### config.mk
export PLATFORM = sky130hd
export DESIGN_NAME = pc_btb_gen
export DESIGN_NICKNAME = d
export VERILOG_FILES = /design/src/rtl/pc_btb_gen.sv
export SDC_FILE = /design/constraint.sdc
export NUM_CORES = 1
export LEC_CHECK = 0
export ABC_AREA = 1
export CAP_MARGIN = 20
export CORE_AREA = 2 2 88 107
export DETAILED_ROUTE_END_ITERATION = 6
export DIE_AREA = 0 0 90 109
export PLACE_DENSITY = 0.82
export SLEW_MARGIN = 20
export SYNTH_ARGS = -nofsm -noshare
export SYNTH_HDL_FRONTEND = slang
export SYNTH_SLANG_ARGS = --single-unit
### constraint.sdc
create_clock -name clk -period 1.7 [get_ports clk]
set_clock_uncertainty 0.2 [all_clocks]
set_input_delay 0.17 -clock clk [delete_from_list [all_inputs] [get_ports clk]]
set_output_delay 0.17 -clock clk [all_outputs]
set_load 0.01 [all_outputs]
### src/rtl/pc_btb_gen.sv
// Fetch PC generator with a direct-mapped branch target buffer and 2-bit counters.
// Define PC_BTB_PREDICT_EN to build the BTB; without it the fetch path is purely sequential.
module pc_btb_gen #(
    parameter int          AW        = 32,
    parameter logic [31:0] INIT_PC   = 32'h0000_3000,
    parameter logic [31:0] EXC_PC    = 32'h0000_4180,
    parameter int          BTB_DEPTH = 8
) (
    input  logic          clk,
    input  logic          reset,
    input  logic          en,
    input  logic          to_exc,
    input  logic          eret,
    input  logic [AW-1:0] epc,
    input  logic          redirect,
    input  logic [AW-1:0] redirect_pc,
    input  logic          upd_valid,
    input  logic [AW-1:0] upd_pc,
    input  logic [AW-1:0] upd_target,
    input  logic          upd_taken,
    output logic [AW-1:0] pc,
    output logic          pred_taken,
    output logic [AW-1:0] pred_npc
);

    localparam int IW = $clog2(BTB_DEPTH);
    localparam int TW = AW - IW - 2;

    logic [AW-1:0] seq_pc;
    assign seq_pc = pc + AW'(4);

`ifdef PC_BTB_PREDICT_EN
    logic          valid_q  [BTB_DEPTH];
    logic [1:0]    ctr_q    [BTB_DEPTH];
    logic [TW-1:0] tag_q    [BTB_DEPTH];
    logic [AW-1:0] target_q [BTB_DEPTH];

    logic [IW-1:0] look_idx;
    logic [TW-1:0] look_tag;
    logic          look_hit;
    logic [IW-1:0] upd_idx;
    logic [TW-1:0] upd_tag;
    logic          upd_hit;

    function automatic logic [1:0] ctr_next(input logic [1:0] c, input logic taken);
        if (taken)
            return (c == 2'b11) ? 2'b11 : c + 2'b01;
        else
            return (c == 2'b00) ? 2'b00 : c - 2'b01;
    endfunction

    assign look_idx   = pc[IW+1:2];
    assign look_tag   = pc[AW-1:IW+2];
    assign look_hit   = valid_q[look_idx] && (tag_q[look_idx] == look_tag);
    assign pred_taken = look_hit && ctr_q[look_idx][1];
    assign pred_npc   = pred_taken ? target_q[look_idx] : seq_pc;

    assign upd_idx = upd_pc[IW+1:2];
    assign upd_tag = upd_pc[AW-1:IW+2];
    assign upd_hit = valid_q[upd_idx] && (tag_q[upd_idx] == upd_tag);

    // Control state: valid bits and counters are cleared by reset.
    always_ff @(posedge clk) begin
        if (reset) begin
            for (int i = 0; i < BTB_DEPTH; i++) begin
                valid_q[i] <= 1'b0;
                ctr_q[i]   <= 2'b00;
            end
        end else if (upd_valid) begin
            if (upd_hit) begin
                ctr_q[upd_idx] <= ctr_next(ctr_q[upd_idx], upd_taken);
            end else if (upd_taken) begin
                valid_q[upd_idx] <= 1'b1;
                ctr_q[upd_idx]   <= 2'b10;
            end
        end
    end

    // Data state: tags and targets are never cleared, only gated off during reset.
    always_ff @(posedge clk) begin
        if (!reset && upd_valid && upd_taken) begin
            target_q[upd_idx] <= upd_target;
            if (!upd_hit)
                tag_q[upd_idx] <= upd_tag;
        end
    end
`else
    logic unused_upd;
    assign unused_upd = ^{upd_valid, upd_pc, upd_target, upd_taken};
    assign pred_taken = 1'b0;
    assign pred_npc   = seq_pc;
`endif

    always_ff @(posedge clk) begin
        if (reset)
            pc <= AW'(INIT_PC);
        else if (to_exc)
            pc <= AW'(EXC_PC);
        else if (eret)
            pc <= epc;
        else if (redirect)
            pc <= redirect_pc;
        else if (en)
            pc <= pred_npc;
    end

endmodule

==> metrics.csv <==
metric;value;unit
status;complete, but fails checks;
failing checks;setup timing;
P_leak;2.68;nW
unrepaired setup endpoints after global routing;yes;
clock share of power;0.268;
total core area;8840;um2
width of the die;90;um
GRT Resource Usage Total;0.230;
combinational power share;0.374;
sequential-to-total area share from yosys stat;0.234;
switching share of power;0.324;
Internal;0.00159;W
Core Util, Final;0.640;
R2R Path Start;pc[2];
Buffers & Inverters on Critical Path;4;
Primary FF master, synth;dfxtp_1;
share of layout cells above drive strength 1;0.420;
Largest register FFs;30;
CP Data Arrival Time;1.66;ns
Worst path slowest cell;dfxtp_4;
Setup WS post-layout;-0.329;ns
vias in the first global route;3849;
via/cell ratio;4.72;
Max Freq;0.493;GHz
Area growth syn-to-layout;107;%
pwr/cell area;417;nW/um2
row count;38;
Async S/R FF share, synth;0;
Tmin final;2.03;ns
I/O pin total;201;
Fin. Hold Viols;0;
Crit path max-delay family;simple AND/OR/NAND/NOR gates;
cells along the critical path;ha_4, inv_4, buf_4, buf_6, nor2_4, nand3_1, nand2_2, buf_6;
Sequential Power Share;0.358;
Hold WC Path Type;in -> reg;
cts bufs inserted;5;
Syn Nets;612;
first-pass GRT wire length;18200;um
Psw;0.000764;W
DRT Wirelength;12000;um
Hold Path Stages;3;
Cells after Synth;475;
startpoint types;register;
Root Driver;clkbuf_8;
clock latency on the worst-skew pair;0.29;ns
total number of vias;3860;
RePlAce Congestion;0.885;
most common cell after layout, fill and taps aside;nand2_1;
Starting Density;0.310;
R2R cell count;14;
HP Start;redirect_pc[1];
final worst-path cycle share;1.19;
die area;9810;um2
distinct cell type count of the synthesized netlist;34;
highest cell delay on the worst timing path;0.38;ns
H-tree levels;2;
Detailed Place HPWL;8770;um
EDFF count, synth;0;
Die Height;109;um
initial antenna violation count;1;
Max Cap Viol;0;
setup violators final;40;
Fill cells;786;
wire per inst;14.6;um
Mean Syn Cell Area;5.76;um2
R2R Setup Slk;-0.26;ns
most frequent cells in the layout;107 x nand2_1, 75 x clkdlybuf4s50_1, 74 x buf_4, 63 x nor2_1, 45 x a21oi_1;
CTS tree;done;
Mapped Area;2740;um2
Regs by FF count;pc x30;
largest net degree at the start of global routing;34;
CP max FO;4;
Req. time, crit path;1.33;ns
Top reg by flops;pc;
Setup CP Type;reg -> out;
Final nets;832;
final setup TNS;-7.04;ns
port buffer count;133;
RR Endpoint;pc[28];
VDD IR max;0.246;mV
CP endpoint kind;output pin;
most used cell, CP;buf_6;
DRT antenna net count;0;
Syn. warnings;0;
grt total ovfl;0;
drt pass-1 iters;5;
synthesized flop and latch total;32;
Sink Count;32;
Clock Path Buffers;2;
DRC Markers;0;
DRT iter0 DRCs;155;
clk slew on worst S/H paths;0.07;ns
Pins Over Slew Limit;0;
## what timing repair did
item | in CTS | in global routing
gates resized for setup | 235 | 116
pin swaps | 46 | 52
hold buffers | 0 | 0
buffers inserted | 29 | 9
setup endpoints to repair | 66 | 68
## cells by family after synthesis
kind of cell               Yosys count  share of synthesized area
buffers and inverters               52                     0.0900
other                                1                    0.00137
AOI/OAI and AO/OA                   87                      0.170
xor gates and xnor gates            15                     0.0590
and+or+nand+nor                    287                      0.441
DFF                                 32                      0.234
adders and majority gates            1                    0.00457
## power groups by stage
| stage | Sequential, W | Clock, W | Combinational [W] |
|---|---|---|---|
| global placement | 0.000848 | 0 | 0.000818 |
| detailed placement | 0.000848 | 0 | 0.000824 |
| CTS | 0.000841 | 0.000646 | 0.000824 |
| floorplan | 0.000881 | 0 | 0.000290 |
| global route | 0.000850 | 0.000690 | 0.000949 |
| finish | 0.000845 | 0.000632 | 0.000881 |
## layer usage
layer	up-vias	global-route usage	part of all wire
li1	1934	-	-
met1	1808	0.246	0.39
met2	106	0.447	0.56
met3	12	0.0442	0.040
met4	0	0.0868	0.012
met5	-	0	0
## cells in the mapped netlist (3+ instances only)
| cell | number | area (um2) |
|---|---|---|
| clkbuf_1 | 8 | 30.0 |
| nor2_4 | 6 | 67.6 |
| buf_4 | 5 | 37.5 |
| o21ai_0 | 23 | 115 |
| a21oi_1 | 54 | 270 |
| dfxtp_1 | 32 | 641 |
| nand3_1 | 11 | 55.1 |
| nor2_2 | 6 | 37.5 |
| xor2_1 | 7 | 61.3 |
| inv_1 | 27 | 101 |
| xnor2_1 | 4 | 35.0 |
| nand3b_1 | 5 | 37.5 |
| nand2_2 | 5 | 31.3 |
| nand2_1 | 157 | 589 |
| o211ai_1 | 5 | 37.5 |
| or2_2 | 4 | 25.0 |
| buf_2 | 4 | 20.0 |
| nor2_1 | 89 | 334 |
| xor2_2 | 3 | 48.8 |
## worst max path at each step
stage               cells after the start  startpoint      endpoint
detailed placement                      7       pc[2]  pred_npc[14]
finish                                  8       pc[2]  pred_npc[28]
global route                           10       pc[3]  pred_npc[20]
floorplan                              11       pc[5]        pc[23]
CTS                                    10       pc[3]  pred_npc[20]
global placement                        7       pc[9]  pred_npc[25]
## worst register-to-register path, stage by stage, from the launching register on
cell and delay, ns:
dfxtp_4 0.38, ha_4 0.17, inv_4 0.04, buf_4 0.12
buf_6 0.11, nor2_4 0.19, nand2_2 0.08, nand2_2 0.06
nand2_2 0.07, buf_6 0.11, buf_4 0.12, nand2_2 0.04
nand2_1 0.04, nand2_1 0.07, a21oi_2 0.05
## final cells by class
type                       count  area, um2  share of cell area
antenna                        1       2.50            0.000442
clock buffer                   8       90.1              0.0159
inverter                      31        124              0.0219
multi-input combinational    391       2400               0.425
sequential                    32        703               0.124
tap                          120        150              0.0265
timing repair buffer         234       2180               0.386
## metrics by stage
| stage | area, um2 | setup slack, ns | cells | hold WS, ns | power [W] |
|---|---|---|---|---|---|
| after floorplan | 2780 | 0.00249 | 475 | 0.109 | 0.00117 |
| after global placement | 4660 | -0.425 | 774 | 0.299 | 0.00167 |
| after detailed placement | 4660 | -0.459 | 774 | 0.302 | 0.00167 |
| after CTS | 5170 | -0.291 | 809 | 0.300 | 0.00231 |
| after global routing | 5660 | -0.389 | 816 | 0.332 | 0.00249 |
| final | 5660 | -0.329 | 817 | 0.300 | 0.00236 |
Power figures use the tool's default switching activity.
